--- config.mk ---
export PLATFORM = sky130hd
export DESIGN_NAME = shift_sequencer
export DESIGN_NICKNAME = d
export VERILOG_FILES = /design/src/rtl/shift_sequencer.sv
export SDC_FILE = /design/constraint.sdc
export NUM_CORES = 1
export LEC_CHECK = 0
export ABC_CLOCK_PERIOD_IN_PS = 1590
export CAP_MARGIN = 15
export CELL_PAD_IN_SITES_DETAIL_PLACEMENT = 1
export CELL_PAD_IN_SITES_GLOBAL_PLACEMENT = 2
export CORE_MARGIN = 5
export CORE_UTILIZATION = 20
export DETAILED_ROUTE_END_ITERATION = 12
export GPL_TIMING_DRIVEN = 1
export PLACE_DENSITY = 0.75
export SYNTH_ARGS = -nofsm -noshare
export SYNTH_HDL_FRONTEND = slang
export SYNTH_SLANG_ARGS = --single-unit
--- constraint.sdc ---
create_clock -name clk -period 1.59 [get_ports clk]
set_input_delay 0.2385 -clock clk [delete_from_list [all_inputs] [get_ports clk]]
set_output_delay 0.2385 -clock clk [all_outputs]
set_load 0.05 [all_outputs]
--- src/rtl/shift_sequencer.sv ---
// shift_sequencer: iterates a single-step shifter amt times per request over valid/ready handshakes
// Optional out_carry (last bit shifted out) enabled by defining SHIFT_CARRY_EN.
module shift_sequencer #(
    parameter int W     = 16,
    parameter int AMT_W = 4
) (
    input  logic             clk,
    input  logic             rst_n,
    input  logic             in_valid,
    output logic             in_ready,
    input  logic [W-1:0]     in_data,
    input  logic [1:0]       in_op,
    input  logic [AMT_W-1:0] in_amt,
    output logic [W-1:0]     sh_data,
    output logic [1:0]       sh_code,
    input  logic [W-1:0]     sh_result,
    output logic             out_valid,
    input  logic             out_ready,
    output logic [W-1:0]     out_data,
`ifdef SHIFT_CARRY_EN
    output logic             out_carry,
`endif
    output logic             busy
);
    typedef enum logic [1:0] {IDLE, SHIFT, DONE} state_t;
    state_t           state, state_nxt;
    logic [W-1:0]     work;
    logic [AMT_W-1:0] cnt;
    logic [1:0]       op;
    logic             accept;
`ifdef SHIFT_CARRY_EN
    logic             carry;
    assign out_carry = carry;
`endif
    always_ff @(posedge clk) begin
        if (!rst_n) begin
            state <= IDLE;
            work  <= '0;
            cnt   <= '0;
            op    <= 2'b00;
`ifdef SHIFT_CARRY_EN
            carry <= 1'b0;
`endif
        end else begin
            state <= state_nxt;
            if (accept) begin
                work  <= in_data;
                op    <= in_op;
                cnt   <= in_amt;
`ifdef SHIFT_CARRY_EN
                carry <= 1'b0;
`endif
            end else if (state == SHIFT) begin
                work  <= sh_result;
                cnt   <= cnt - 1'b1;
`ifdef SHIFT_CARRY_EN
                carry <= (op == 2'b01) ? work[W-1] : work[0];
`endif
            end
        end
    end
    always_comb begin
        state_nxt = state;
        in_ready  = rst_n && (state == IDLE);
        accept    = in_valid && in_ready;
        out_valid = rst_n && (state == DONE);
        busy      = rst_n && (state != IDLE);
        sh_data   = work;
        sh_code   = (state == SHIFT) ? op : 2'b00;
        out_data  = work;
        case (state)
            IDLE:    state_nxt = !accept ? IDLE : ((in_amt == '0 || in_op == 2'b00) ? DONE : SHIFT);
            SHIFT:   state_nxt = (cnt == AMT_W'(1)) ? DONE : SHIFT;
            DONE:    state_nxt = out_ready ? IDLE : DONE;
            default: state_nxt = IDLE;
        endcase
    end
endmodule

After elaboration in Yosys (flattened, before gate mapping)
Index checks and enable logic that the tools add are counted.

Bits of input ports: 42. Output and inout port bits: 37. Flip-flop bits (word level): 24.

Add/subtract/negate cells: 1. Reduce and logical (&&, ||, !) cells: 10. Equality and inequality tests: 3. Muxes and demuxes: 10.

Operator list (number): $mux 16 (2); $mux 2 (5); $mux 4 (2); $pmux 2 s3 (1); $eq 4x1->1 const B (1); $logic_and 1x1->1 (4); $logic_not 2->1 (2); $logic_not 4->1 (1); $reduce_bool 2->1 (2); $sub 4x1->4 const B (1); $eq 2x1->1 const B (1); $eq 2x2->1 const B (1); $logic_or 1x1->1 (1).

Logic depth before layout (Yosys ltp)
Word-level depth: 5. Depth in mapped cells: 7.

Least setup slack after synthesis
No wires, ideal clock.

Path kind: input-to-output. From: in rst_n. To: out in_ready. Buffers on the path: 2. Stages on the path: 3. Slack: -408 ps. Arrival time: 1759 ps. Required time: 1351 ps. Path through: buf_6 -> clkbuf_1 -> nor3b_1.

Longest elaborated chain between the ends: 1.

RTL lines: start: declaration (line 8) `input logic rst_n,`; $logic_and 1x1->1 (line 64) `in_ready = rst_n && (state == IDLE);`; end: declaration (line 10) `output logic in_ready,`.

Every way passes these cells.

Final worst setup path
From: reg state[1]. To: out out_valid.

Longest elaborated chain between the ends: 2.

RTL lines: start: declaration (line 26) `state_t state, state_nxt;`; start signal: assignment (line 45) `state <= state_nxt;`; $eq 2x2->1 (line 66) `out_valid = rst_n && (state == DONE);`; $logic_and 1x1->1 (line 66); end: declaration (line 17) `output logic out_valid,`.

Every way passes these cells.

==> results.ini <==
[outcome]
outcome = completed

[route]
vias_per_cell = 4.56
drt_pass1_iterations = 4
drc = 0
drt-total-wl_um = 4420
vias = 1290
ant_nets = 0
drt_iter0_markers = 38
wl_per_cell_um = 15.6

[timing]
worst_hold_slack_ns = 0.466
timing_hold_violations_final = 0
finalMaxSlewViolations = 0
max_slew_margin_pct = 76.6
fin_crit_sh_pct = 94.0
setup_viol = 0
clock.fmax_ghz = 0.669
layout_min_cycle_time_ns = 1.49
worstMarginPinSlew_ns = 0.347
rsz0062_at_grt = yes
fin_skew_ns = 0.00635

[synthesis]
synth_top_family_by_area = simple AND/OR/NAND/NOR gates
synth_adder_area_share_pct = 1.90
synth-simple-area-share_pct = 21.4
syn_avg_cell_area_um2 = 9.84
synth_area_leaders = dfxtp_1, buf_4, a221o_1
yosysTopAreaCell = dfxtp_1
synthXorXnorAreaFrac_pct = 0
synth_edf_count = 0
syn_inst = 134
ys_ff_latch = 24
syn_nets = 178
synth_flop_cell = dfxtp_1
synth_area_um2 = 1320
yosys.cell_types.count = 35
synthMuxAreaShare_pct = 0.759
ys_seq_area_share_pct = 36.4
async_reset_ff_share_pct = 0
synth_compound_area_share_pct = 20.9
synth.top_cell.area_share_pct = 36.4
synth_warnings = 0

[final_layout]
area_growth_pct = 65.7
fin_util_pct = 34.2
nets = 251
final_cell_area_um2 = 2190
antenna_cells = 0
finalNonFillerCells = 283
fillers = 730
drive_gt1_share_pct = 37.4

[placed_design]
port_buffers = 78
dpl_cell_area_um2 = 2070
dp_cells = 276
gp_congestion = 0.671
dpl.hpwl_um = 3460

[hold_path]
min_path_type = flip-flop to flip-flop
hold_path_depth = 2

[power_and_ir_drop]
power_uw = 2180
power_switching_uw = 797
clockPowerShare_pct = 25.1
switching_share_pct = 36.6
powerDensity_nw_per_um2 = 997
peakVddDrop_mv = 0.596
p_int_uw = 1380
leakagePower_uw = 0.000991
pwr-share-comb_pct = 41.4
p_seq_share_pct = 33.5

[floorplanning]
initial_core_util_pct = 20.7
core.rowCount = 29
die_h_um = 91.2
core_um2 = 6390
die_w_um = 91.2
ioPinCount = 79
dieArea_um2 = 8320

[critical_path]
r2r_end = out_data[6]
critPathSlowestCell = dfxtp_2
r2r_slack_ns = 0.13
cp-startpoint = state[1]
cp_data_arrival_time_ns = 1.26
r2r-start = state[1]
cpPeakStageDelay_ns = 0.36
cp.required_ns = 1.35
critPathBufInv = 3
critPathKind = flip-flop to output port
r2r_cells = 5
cp_top_family = buffers and inverters
crit_cells = 4
setup.worst_path.end = out_valid
endpoint_kind = output port
crit_path_start_kind = flip-flop
path_cells = buf_4 > inv_1 > nor3b_4 > buf_12
cp_max_fo = 6

[cts]
clk_latency_ns = 0.27
cts_buffer_depth = 2
numCtsBuffers = 3
holdBufCountCts = 0
tritoncts = done
cts-htree-levels = 1
cts_root_buf = clkbuf_8
cts_sinks = 24
path_clk_slew_ns = 0.09

[job]
cap_violations = 0

[grt]
grt_max_degree = 17
grt_pass1_wl_um = 7170
grt_pass1_vias = 1359
overflow = 0
grt_usage_pct = 10.4
antenna_found_initial = 0

-- kinds of logic after synthesis --
kind of cell | count (synthesis)
muxes | 1
DFF | 24
and+or+nand+nor | 44
adders and majority gates | 2
buffers and inverters | 32
AOI/OAI and AO/OA | 31
-- flip-flops by register name, indices dropped and copies added, names as in the netlist --
signal and cells:
out_data 16, cnt 4, op 2, state 2
-- cell usage in the layout, fill, tap and decap left out, drive strengths merged --
cell and instances:
ha 2, o21a 1, nor3 2, nor2b 1, and4b 2, o311ai 1
a21oi 1, bufinv 1, and3 16, o21bai 1, a32oi 2, nor2 2
inv 4, and4bb 2, a211o 1, clkdlybuf4s50 40, buf 55, and2 3
a21boi 2, dfxtp 24, nor4b 1, clkbuf 3, o21ai 4, a31oi 1
nand2b 1, nor4 1, nand2 10, a221o 16, dlymetal6s2s 1, o211a 1
mux2i 1, nor3b 3
-- layout make-up --
| cell class | instances | area, um2 | area share [%] |
|---|---|---|---|
| timing repair buffer | 96 | 905 | 41.4 |
| multi-input combinational | 78 | 616 | 28.2 |
| sequential | 24 | 483 | 22.1 |
| tap | 77 | 96.3 | 4.41 |
| clock buffer | 3 | 41.3 | 1.89 |
| clock inverter | 1 | 30.0 | 1.37 |
| inverter | 4 | 15.0 | 0.687 |
-- power groups by stage --
stage	combinational, uW	sequential [uW]	clock, uW
after detailed placement	890	745	0
after global placement	883	744	0
after global routing	950	746	589
after CTS	909	731	564
after floorplan	460	882	0
final	902	730	548
-- repair_timing --
| item | 4_1_cts | 5_1_grt |
|---|---|---|
| pin swaps | 1 | 0 |
| buffers inserted | 2 | 1 |
| cloned | 0 | 0 |
| resized for setup | 3 | 3 |
| endpoints found under the setup margin | 4 | 5 |
-- metrics by stage --
stage	setup TNS, ns	setup slack (ns)
global route	-0.0160	-0.0160
global placement	-0.506	-0.0431
finish	0	0.0952
detailed placement	-0.841	-0.0690
CTS	0	0.00959
floorplan	0	0.0784
-- worst reg2reg max path: stages, from the launching register on --
cell and delay [ns]:
dfxtp_2 0.36, buf_4 0.17, nor2b_4 0.06, buf_4 0.15, and2_4 0.22, a221o_2 0.40
-- cells in the mapped netlist (3+ instances only) --
library cell	instances
dfxtp_1	24
o21ai_0	4
and3_1	16
nand2_1	10
inv_1	4
buf_4	16
a221o_2	6
a221o_1	10
nor3b_1	3
clkbuf_1	3
buf_6	7
-- routing by layer --
layer / global-route usage (%) / vias to the layer above / share of wire (%)
met2: 16.4 / 55 / 45
met3: 4.30 / 2 / 7.9
met5: 0 / - / 0
li1: - / 626 / -
met4: 0.733 / 0 / 0.16
met1: 13.8 / 607 / 47
-- how the worst min path moves through the flow --
stage	startpoint	to	slack [ns]
2_1_floorplan	in_op[0]	op[0]	0.35
3_3_place_gp	op[1]	op[1]	0.44
3_5_place_dp	op[1]	op[1]	0.45
4_1_cts	op[1]	op[1]	0.47
5_1_grt	op[0]	op[0]	0.52
6_report	op[0]	op[0]	0.47
Note: power is estimated with default switching activity, not from simulation.
